--- src/rtl/core_pkg.sv ---
// Shared definitions for the RV32 core front end: fetch FSM states and the
// canonical NOP (addi x0,x0,0) used to reset pipeline registers.
package core_pkg;
  localparam int          XLEN_DEF = 32;
  localparam logic [31:0] NOP_INST = 32'h0000_0013;

  typedef enum logic [1:0] {
    ST_REQ,
    ST_WAIT,
    ST_HOLD,
    ST_DROP
  } fetch_state_e;
endpackage

--- src/rtl/ifid_reg.sv ---
// IF/ID pipeline register. Priority: flush > load > stall-hold > drain.
import core_pkg::*;

module ifid_reg #(
  parameter int XLEN = XLEN_DEF
) (
  input  logic            clk,
  input  logic            rst,
  input  logic            i_flush,
  input  logic            i_load,
  input  logic            i_stall,
  input  logic [XLEN-1:0] i_pc,
  input  logic [31:0]     i_inst,
  output logic            o_valid,
  output logic [XLEN-1:0] o_pc,
  output logic [31:0]     o_inst
);
  logic            r_valid;
  logic [XLEN-1:0] r_pc;
  logic [31:0]     r_inst;

  // A load overrides stall: the caller only loads when the slot is free or drained.
  always_ff @(posedge clk) begin
    if (rst) begin
      r_valid <= 1'b0;
      r_pc    <= '0;
      r_inst  <= NOP_INST;
    end else if (i_flush) begin
      r_valid <= 1'b0;
    end else if (i_load) begin
      r_valid <= 1'b1;
      r_pc    <= i_pc;
      r_inst  <= i_inst;
    end else if (!i_stall) begin
      r_valid <= 1'b0;
    end
  end

  assign o_valid = r_valid;
  assign o_pc    = r_pc;
  assign o_inst  = r_inst;
endmodule

--- src/rtl/fetch_stage.sv ---
// Instruction fetch: PC, single-outstanding imem requester, one-entry hold
// buffer for decode stalls, and redirect flush handling.
import core_pkg::*;

module fetch_stage #(
  parameter int              XLEN     = XLEN_DEF,
  parameter logic [XLEN-1:0] RESET_PC = '0
) (
  input  logic            clk,
  input  logic            rst,
  output logic            imem_req,
  output logic [XLEN-1:0] imem_addr,
  input  logic [31:0]     imem_rdata,
  input  logic            imem_rvalid,
  input  logic            redirect_valid,
  input  logic [XLEN-1:0] redirect_pc,
  input  logic            stall,
  output logic            ifid_valid,
  output logic [XLEN-1:0] ifid_pc,
  output logic [XLEN-1:0] ifid_pc4,
  output logic [31:0]     ifid_inst
);
  fetch_state_e    r_state, w_state_nxt;
  logic [XLEN-1:0] r_pc, w_pc_nxt, w_pc4, w_redir_pc;
  logic [XLEN-1:0] r_hold_pc;
  logic [31:0]     r_hold_inst;
  logic            w_req, w_load, w_hold_cap;
  logic [XLEN-1:0] w_addr, w_load_pc;
  logic [31:0]     w_load_inst;
  logic [1:0]      w_unused_redir;

  assign w_pc4          = r_pc + XLEN'(4);
  assign w_redir_pc     = {redirect_pc[XLEN-1:2], 2'b00};
  assign w_unused_redir = redirect_pc[1:0];

  always_comb begin
    w_state_nxt = r_state;
    w_pc_nxt    = r_pc;
    w_req       = 1'b0;
    w_addr      = r_pc;
    w_load      = 1'b0;
    w_load_pc   = r_pc;
    w_load_inst = imem_rdata;
    w_hold_cap  = 1'b0;
    unique case (r_state)
      ST_REQ: begin
        if (redirect_valid) begin
          w_pc_nxt = w_redir_pc;
        end else begin
          w_req       = 1'b1;
          w_state_nxt = ST_WAIT;
        end
      end
      ST_WAIT: begin
        if (redirect_valid) begin
          w_pc_nxt    = w_redir_pc;
          w_state_nxt = imem_rvalid ? ST_REQ : ST_DROP;
        end else if (imem_rvalid) begin
          w_pc_nxt = w_pc4;
          // Back-to-back: next request leaves in the same cycle the response lands.
          if (!ifid_valid || !stall) begin
            w_load = 1'b1;
            w_req  = 1'b1;
            w_addr = w_pc4;
          end else begin
            w_hold_cap  = 1'b1;
            w_state_nxt = ST_HOLD;
          end
        end
      end
      ST_HOLD: begin
        if (redirect_valid) begin
          w_pc_nxt    = w_redir_pc;
          w_state_nxt = ST_REQ;
        end else if (!stall) begin
          w_load      = 1'b1;
          w_load_pc   = r_hold_pc;
          w_load_inst = r_hold_inst;
          w_state_nxt = ST_REQ;
        end
      end
      ST_DROP: begin
        if (redirect_valid) w_pc_nxt = w_redir_pc;
        if (imem_rvalid)    w_state_nxt = ST_REQ;
      end
      default: w_state_nxt = ST_REQ;
    endcase
  end

  always_ff @(posedge clk) begin
    if (rst) begin
      r_state     <= ST_REQ;
      r_pc        <= {RESET_PC[XLEN-1:2], 2'b00};
      r_hold_pc   <= '0;
      r_hold_inst <= NOP_INST;
    end else begin
      r_state <= w_state_nxt;
      r_pc    <= w_pc_nxt;
      if (w_hold_cap) begin
        r_hold_pc   <= r_pc;
        r_hold_inst <= imem_rdata;
      end
    end
  end

  assign imem_req  = w_req && !rst;
  assign imem_addr = w_addr;

  ifid_reg #(.XLEN(XLEN)) u_ifid (
    .clk     (clk),
    .rst     (rst),
    .i_flush (redirect_valid),
    .i_load  (w_load),
    .i_stall (stall),
    .i_pc    (w_load_pc),
    .i_inst  (w_load_inst),
    .o_valid (ifid_valid),
    .o_pc    (ifid_pc),
    .o_inst  (ifid_inst)
  );

  assign ifid_pc4 = ifid_pc + XLEN'(4);
endmodule

--- config.mk ---
export PLATFORM = sky130hd
export DESIGN_NAME = fetch_stage
export DESIGN_NICKNAME = d
export VERILOG_FILES = /design/src/rtl/core_pkg.sv /design/src/rtl/ifid_reg.sv /design/src/rtl/fetch_stage.sv
export SDC_FILE = /design/constraint.sdc
export NUM_CORES = 1
export LEC_CHECK = 0
export ABC_AREA = 1
export CAP_MARGIN = 20
export CORE_MARGIN = 4
export CORE_UTILIZATION = 51
export DETAILED_ROUTE_END_ITERATION = 12
export GPL_TIMING_DRIVEN = 0
export PLACE_DENSITY = 0.82
export SETUP_SLACK_MARGIN = 0.2
export SKIP_LAST_GASP = 1
export SYNTH_ARGS = -nofsm -noshare
export SYNTH_HDL_FRONTEND = slang
export SYNTH_SLANG_ARGS = --single-unit
--- constraint.sdc ---
create_clock -name clk -period 2.5 [get_ports clk]
set_clock_uncertainty 0.15 [all_clocks]
set_input_delay 0.375 -clock clk [delete_from_list [all_inputs] [get_ports clk]]
set_output_delay 0.375 -clock clk [all_outputs]
set_load 0.05 [all_outputs]
Word level (Yosys, flattened, before mapping):

Index checks and enable logic that the tools add are counted.
Widths: inputs -> output; s select.

* mux-type cells: 35
* add/subtract/negate cells: 2
* eq/ne operators: 10
* reduce and logical (&&, ||, !) cells: 11
* bitwise operators: 1

Operators with widths (count)
* $mux 32: 11
* $add 32x3->32 const B: 2
* $pmux 32 s2: 1
* $mux 2: 8
* $mux 1: 12
* $ne 3x3->1 const B: 3
* $pmux 2 s4: 1
* $reduce_and 5->1: 1
* $eq 2x2->1 const B: 2
* $ne 2x1->1 const B: 2
* $ne 2x2->1 const B: 2
* $pmux 1 s2: 2
* $reduce_and 2->1: 2
* $logic_not 1->1: 3
* $reduce_or 3->1: 1
* $eq 2x1->1 const B: 1
* $logic_not 2->1: 1
* $reduce_or 2->1: 1
* $logic_and 1x1->1: 1
* $logic_or 1x1->1: 1
* $not 1->1: 1

* word-level logic and storage cells: 66
* register bits after elaboration: 163
* output and inout port bits: 130
* input port bits: 69

Logic depth before layout (Yosys ltp):

Gate-level depths: netlist of run 1.

* depth after elaboration: 7
* gate-level depth with buffers: 12
* depth with buffers taken out: 10

By module:

From an unflattened synthesis of run 1, not the netlist that was laid out.

* cells, all modules: 1421
* area, all modules: 9216.3 um^2

Modules (own cells, without submodules)
* fetch_stage: cells an instance 1006, instances 1, area an instance 6448.7 um^2, sequential area each 1881.8 um^2
* ifid_reg: cells an instance 415, instances 1, area an instance 2767.7 um^2, sequential area each 1301.2 um^2

Worst setup path after synthesis of run 1:

OpenSTA, ideal clock, no wires.

* path kind: register to output
* start: register u_ifid.r_pc[3], in the netlist u_ifid.o_pc[3]
* end: output port ifid_pc4[20]
* cell stages (with the launch flop): 9
* buffers on the path: 0
* slack: -570 ps
* arrival: 2545 ps
* cells stage by stage: dfxtp_1 > ha_1 > nand3_2 > nor2_2 > nand2_1 > nor2_2 > nand2_1 > nor2_2 > xor2_1

* cells in the longest elaborated chain, start to end: 1

RTL lines
* start, declared: RTL line ifid_reg.sv:19 `logic [XLEN-1:0] r_pc;`
* start signal, assigned: RTL line ifid_reg.sv:32 `r_pc <= i_pc;`
* $add 32x3->32: RTL line fetch_stage.sv:122 `assign ifid_pc4 = ifid_pc + XLEN'(4);`
* end, declared: RTL line fetch_stage.sv:20 `output logic [XLEN-1:0] ifid_pc4,`

Every way passes these cells.

Worst setup path after layout of run 1:

* start: register r_pc[13]
* end: output port imem_addr[16]

* cells in the longest elaborated chain, start to end: 5

RTL lines
* start, declared: RTL line fetch_stage.sv:24 `logic [XLEN-1:0] r_pc, w_pc_nxt, w_pc4, w_redir_pc;`
* start signal, assigned: RTL line fetch_stage.sv:93 `r_pc <= {RESET_PC[XLEN-1:2], 2'b00};`
* start signal, assigned: RTL line fetch_stage.sv:98 `r_pc <= w_pc_nxt;`
* $add 32x3->32: RTL line fetch_stage.sv:32 `assign w_pc4 = r_pc + XLEN'(4);`
* $mux 32: RTL line fetch_stage.sv:61 `if (!ifid_valid || !stall) begin`
* $mux 32: RTL line fetch_stage.sv:58 `end else if (imem_rvalid) begin`
* $mux 32: RTL line fetch_stage.sv:55 `if (redirect_valid) begin`
* $mux 32: RTL line fetch_stage.sv:45 `unique case (r_state)`
* end, declared: RTL line fetch_stage.sv:12 `output logic [XLEN-1:0] imem_addr,`

Every way passes these cells.

==> flow_summary.ini, run 1 <==
[grt]
track_usage_pct = 35.4
grt_max_degree = 17
antenna_found_initial = 0
grt_first_pass_wirelength_um = 51900
grt_pass1_vias = 10088
gr-total-overflow = 0

[logic_synthesis]
synth_common_cells = nand2_1 (249), dfxtp_1 (157), nor2_1 (152)
synth_top_area_share_pct = 36.9
ys_ff_latch = 157
syn_area_mm2 = 0.00852
synth_edf_count = 0
synth.most_common_cell = nand2_1
ys_types = 44
yosysWarnings = 0
yosys-top-cells-area = dfxtp_1 (37%), nand2_1 (11%), o21ai_0 (7.5%), mux2_2 (7.1%), nor2_1 (6.7%)
synth_top_area_cell = dfxtp_1
ys.flop_type = dfxtp_1
ys_seq_area_share_pct = 36.9
postSynthAreaPerCell_um2 = 7.08
synthArstFlopShare_pct = 0
syn_inst = 1203

[cells_and_area]
seqCellArea_mm2 = 0.00326
multiInputGateArea_mm2 = 0.00613
fillCellCount = 673
syn_to_final_growth_pct = 67.7
n_antenna_cell = 0
fin_nets = 1620
post_route_cells_drive_above_1_share_pct = 38.3
final_area_mm2 = 0.0143

[run_status]
violations = negative setup slack
status = finished with violations

[detailed_routing]
wirelength_um = 42200
wl_per_cell_um = 23.8
drt.antenna.violating_nets = 0
drtPass1Iterations = 9
drcViolationCount = 0
routed_via_density = 6.45
vias = 11438
initialDrtViolationCount = 1933

[critical_path]
critical_path_arrival_ns = 2.35
worstPathMaxFanout = 5
crit_type = register to output port
cp-end-kind = output port
worstPathRequired_ns = 1.98
worstSetupStartpointType = register

[cts]
root_buffer = clkbuf_16
clock_latency_ns = 0.45
clock_path_buffers = 2
cts_hold_buf = 0
clkSinkCount = 157
cts_buffers = 17
cts_tree = yes
clk_pin_slew_ns = 0.07
htreeDepth = 4

[floorplan]
boundaryPins = 199
die-width_um = 137
die_y_um = 137
core_mm2 = 0.0161
dieArea_mm2 = 0.0188
rows = 46
start_util_pct = 52.9

[placed_design]
routabilityCongestion = 0.949
hpwl_um = 22400
place_area_mm2 = 0.0113
portBuffers = 188

[worst_hold_path]
min_path_type = primary input to register

[timing]
tightestPinTransition_ns = 0.967
fmax_ghz = 0.348
max_slew_margin_pct = 35.5
finalSetupViolations = 43
rsz0062_at_grt = yes
fin_ws_ns = -0.371
fin_setup_tns_ns = -6.29
hold_viol_final = 0
drv_slew = 0
period_minus_slack_ns = 2.87
fin_crit_sh_pct = 115

[flow_run]
drv_cap = 0

[pwr]
power_density_mw_per_mm2 = 683
leakagePower_uw = 0.00598
ir_drop_uv = 711
power_uw = 9750
[sequential cells by signal (all words and copies together), names as in the netlist]
| register | flops |
|---|---|
| r_hold_inst | 32 |
| r_state | 2 |
| u_ifid.o_valid | 1 |
| r_pc | 30 |
| r_hold_pc | 30 |
| u_ifid.o_pc | 30 |
| u_ifid.o_inst | 32 |
[cell type report]
type	instances	area share [%]
clock buffer	23	3.42
timing repair buffer	318	22.0
multi-input combinational	878	42.9
sequential	157	22.8
buffer	74	3.54
clock inverter	9	0.587
inverter	99	2.82
tap	216	1.89
[placed cells by master, fill, tap and decap left out, types with 9 or more instances in the layout]
cell and count:
nand2_1 200, clkdlybuf4s50_1 118, o21ai_0 115, dfxtp_1 111, nor2_1 108, buf_4 103
a21oi_1 93, inv_1 82, buf_6 81, mux2_2 54, nand2_2 42, clkbuf_1 34
nor2_4 31, dfxtp_4 24, nand3_1 22, dfxtp_2 22, nor2_2 21, clkbuf_16 19
nand2_4 18, a21oi_2 15, xor2_2 15, a31oi_4 12, buf_2 11, nand4_1 11
xor2_4 11, clkbuf_2 10, nand3_2 9, inv_2 9, clkbuf_8 9, o21ai_4 9
[layer usage]
metal | vias up | wire length [µm] | track usage (%)
li1 | 4619 | - | -
met1 | 5196 | 14200 | 42.9
met2 | 1199 | 18700 | 58.3
met3 | 424 | 5490 | 9.68
met4 | 0 | 3830 | 16.7
met5 | - | 0 | 0
[critical path, cell delays in order (launching register included)]
cell and delay, ns:
dfxtp_1 0.49, nand2_1 0.17, nor2_2 0.17, inv_1 0.11, nor2_4 0.25, inv_2 0.10, nor2_4 0.18, nand2_2 0.12
xor2_4 0.16, buf_6 0.16
[final timing paths]
path | startpoint | endpoint | slack (ns) | cells after the start
setup / recovery | r_pc[13] | imem_addr[16] | -0.37 | 9
hold / removal | redirect_valid | r_pc[15] | 0.11 | 3
setup reg to reg | r_state[1] | r_hold_pc[16] | -0.26 | 8
hold reg to reg | r_hold_inst[27] | r_hold_inst[27] | 0.31 | 2
[stage by stage]
| stage | utilization (%) | hold slack [ns] | worst slack, ns | cells |
|---|---|---|---|---|
| 3_3_place_gp | 69.9 | 0.286 | -1.19 | 1612 |
| 2_1_floorplan | - | 0.275 | 0.0763 | 1208 |
| 6_report | 88.6 | 0.107 | -0.371 | 1774 |
| 3_5_place_dp | 69.9 | 0.291 | -1.18 | 1612 |
| 4_1_cts | 82.6 | 0.0852 | -0.136 | 1722 |
| 5_1_grt | 88.6 | 0.106 | -0.370 | 1774 |
[where the power goes]
| part | switching [µW] | internal (µW) | total, µW |
|---|---|---|---|
| combinational | 2560 | 1560 | 4120 |
| sequential | 281 | 2710 | 2990 |
| clock | 1160 | 1480 | 2640 |
[kinds of logic after synthesis]
group           Yosys count  share of synthesized area [%]
compound gates          271                           17.5
xor+xnor                 40                           4.11
simple gates            501                           24.8
other cells               1                         0.0440
flops                   157                           36.9
buf+inv                 173                           8.61
mux                      54                           7.14
fa+ha+maj                 6                          0.881
[timing repair]
action	CTS	global route
gates resized for setup	614	156
pin swaps	69	65
buffers inserted	75	51
endpoints found under the setup margin	80	127
gates cloned	3	1
No activity file was read; power rests on OpenSTA's default activity.
==> inputs of run 2 (changes only) <==
--- a/config.mk
+++ b/config.mk
@@ -7,6 +7,7 @@
 export LEC_CHECK = 0
 export ABC_AREA = 1
 export CAP_MARGIN = 20
+export CORE_ASPECT_RATIO = 1.5
 export CORE_MARGIN = 4
 export CORE_UTILIZATION = 51
 export DETAILED_ROUTE_END_ITERATION = 12
==> constraint.sdc (replaced) <==
create_clock -name clk -period 2.5 [get_ports clk]
set_clock_uncertainty 0.15 [all_clocks]
set_input_delay 0.375 -clock clk [delete_from_list [all_inputs] [get_ports clk]]
set_output_delay 0.375 -clock clk [all_outputs]
set_load 0.02 [all_outputs]
==> flow_summary.ini, run 2 (synthesis gave the netlist of run 1 again) <==
[critical_path]
reg2reg_slack_ns = 0.06
cp-endpoint = imem_addr[17]
worstPathRequired_ns = 1.98
crit_start = r_pc[5]
worst-r2r-cell-count = 7
worstSetupStartpointType = register
timing.rr.start = r_state[0]
crit_type = register to output port
cp-end-kind = output port
critical_path_arrival_ns = 2.19
worstPathMaxFanout = 6
reg2reg_to = u_ifid.o_pc[2]

[placed_design]
routabilityCongestion = 0.977
place_ws_ns = -0.814
place_inst = 1602
hpwl_um = 22100
portBuffers = 188

[floorplan]
die_y_um = 166
start_util_pct = 52.2
die-width_um = 114
dieArea_mm2 = 0.0189
boundaryPins = 199
rows = 57
core_mm2 = 0.0163

[detailed_routing]
wl_met1_um = 12200
drtPass1Iterations = 7
highest_layer = met4
wl_per_cell_um = 22.3
routed_via_density = 6.24
wl_met2_um = 18200
vias = 10863
drcViolationCount = 0
drt.antenna.violating_nets = 0
initialDrtViolationCount = 1479
routed-wl-met3_um = 3900
wirelength_um = 38800

[timing]
fin_hold_ws_ns = 0.120
tightestPinTransition_ns = 0.755
max_slew_margin_pct = 49.7
period_minus_slack_ns = 2.72
fmax_ghz = 0.368
hold_viol_final = 0
fin_ws_ns = -0.220
finalSetupViolations = 39
fin_crit_sh_pct = 109
drv_slew = 0
rsz0062_at_grt = yes

[cells_and_area]
syn_to_final_growth_pct = 54.3
n_antenna_cell = 0
final_cells = 1742
final_common_cell = nand2_1
post_route_cells_drive_above_1_share_pct = 33.1
final_cell_mix = nand2_1 (216), buf_4 (129), clkdlybuf4s50_1 (129)
fin_util_pct = 80.5
fin_nets = 1598

[pwr]
power_density_mw_per_mm2 = 672
power_uw = 8830
ir_drop_uv = 561
leakagePower_uw = 0.00551

[grt]
grt_pass1_vias = 10295
gr-total-overflow = 0
track_usage_pct = 33.7
grt_max_degree = 20
antenna_found_initial = 0
grt_first_pass_wirelength_um = 51000

[cts]
clock_path_buffers = 2
htreeDepth = 4
clk_pin_slew_ns = 0.07
root_buffer = clkbuf_16
clkSinkCount = 157
cts_buffers = 17
cts_tree = yes
clock_latency_ns = 0.44

[flow_run]
drv_cap = 0

[run_status]
violations = negative setup slack
status = finished with violations

[worst_hold_path]
min_path_type = primary input to register
==> run 2: metrics by stage <==
stage / TNS [ns] / instance area (µm²)
after global routing: -4.00 / 13100
after global placement: -20.68 / 10700
after CTS: -0.248 / 12500
after floorplan: 0 / 8550
final: -2.98 / 13100
after detailed placement: -21.83 / 10700
==> run 2: final cells by class <==
| cell class | count | area, µm² |
|---|---|---|
| Buffer | 74 | 469 |
| Timing Repair Buffer | 296 | 2780 |
| Inverter | 99 | 389 |
| Multi-Input combinational cell | 878 | 5380 |
| Tap cell | 206 | 258 |
| Sequential cell | 157 | 3250 |
| Clock buffer | 17 | 425 |
| Clock inverter | 15 | 194 |
| Fill cell | 939 | 3190 |
==> run 2: how the worst min path moves through the flow <==
stage               cells after the start  slack [ns]       startpoint         endpoint
finish                                  3        0.12   redirect_valid         r_pc[15]
global route                            3        0.13   redirect_valid         r_pc[15]
CTS                                     3        0.08   redirect_valid         r_pc[14]
detailed placement                      2        0.29  r_hold_inst[26]  r_hold_inst[26]
global placement                        2        0.28  r_hold_inst[30]  r_hold_inst[30]
floorplan                               2        0.27  r_hold_inst[29]  r_hold_inst[29]
==> run 2: timing repair <==
item                                    CTS  global route
buffers inserted                         64            40
hold endpoints to repair                  0             0
endpoints found under the setup margin   81           117
gates cloned                              3             1
pin swaps                                53            62
gates resized for setup                 515           122
hold buffers                              0             0
==> run 2: critical path, cell delays in order (launching register included) <==
cell and delay [ns]:
dfxtp_2 0.47, nand2_1 0.15, nor2_2 0.21, nand2_4 0.11
nor2_4 0.16, buf_4 0.14, nand2_2 0.06, nor2_2 0.10
xor2_1 0.18, buf_4 0.17
==> run 2: layer usage <==
metal	vias to the layer above	GRT usage, %
met3	400	7.98
met4	0	26.0
li1	4575	-
met5	-	0
met1	4926	33.4
met2	962	59.0
==> run 2: where the power goes <==
group / internal (µW) / switching, µW / leakage [µW]
combinational: 1330 / 1830 / 0.00390
sequential: 2700 / 263 / 0.00130
clock: 1370 / 1330 / 0.000302
total: 5410 / 3420 / 0.00551
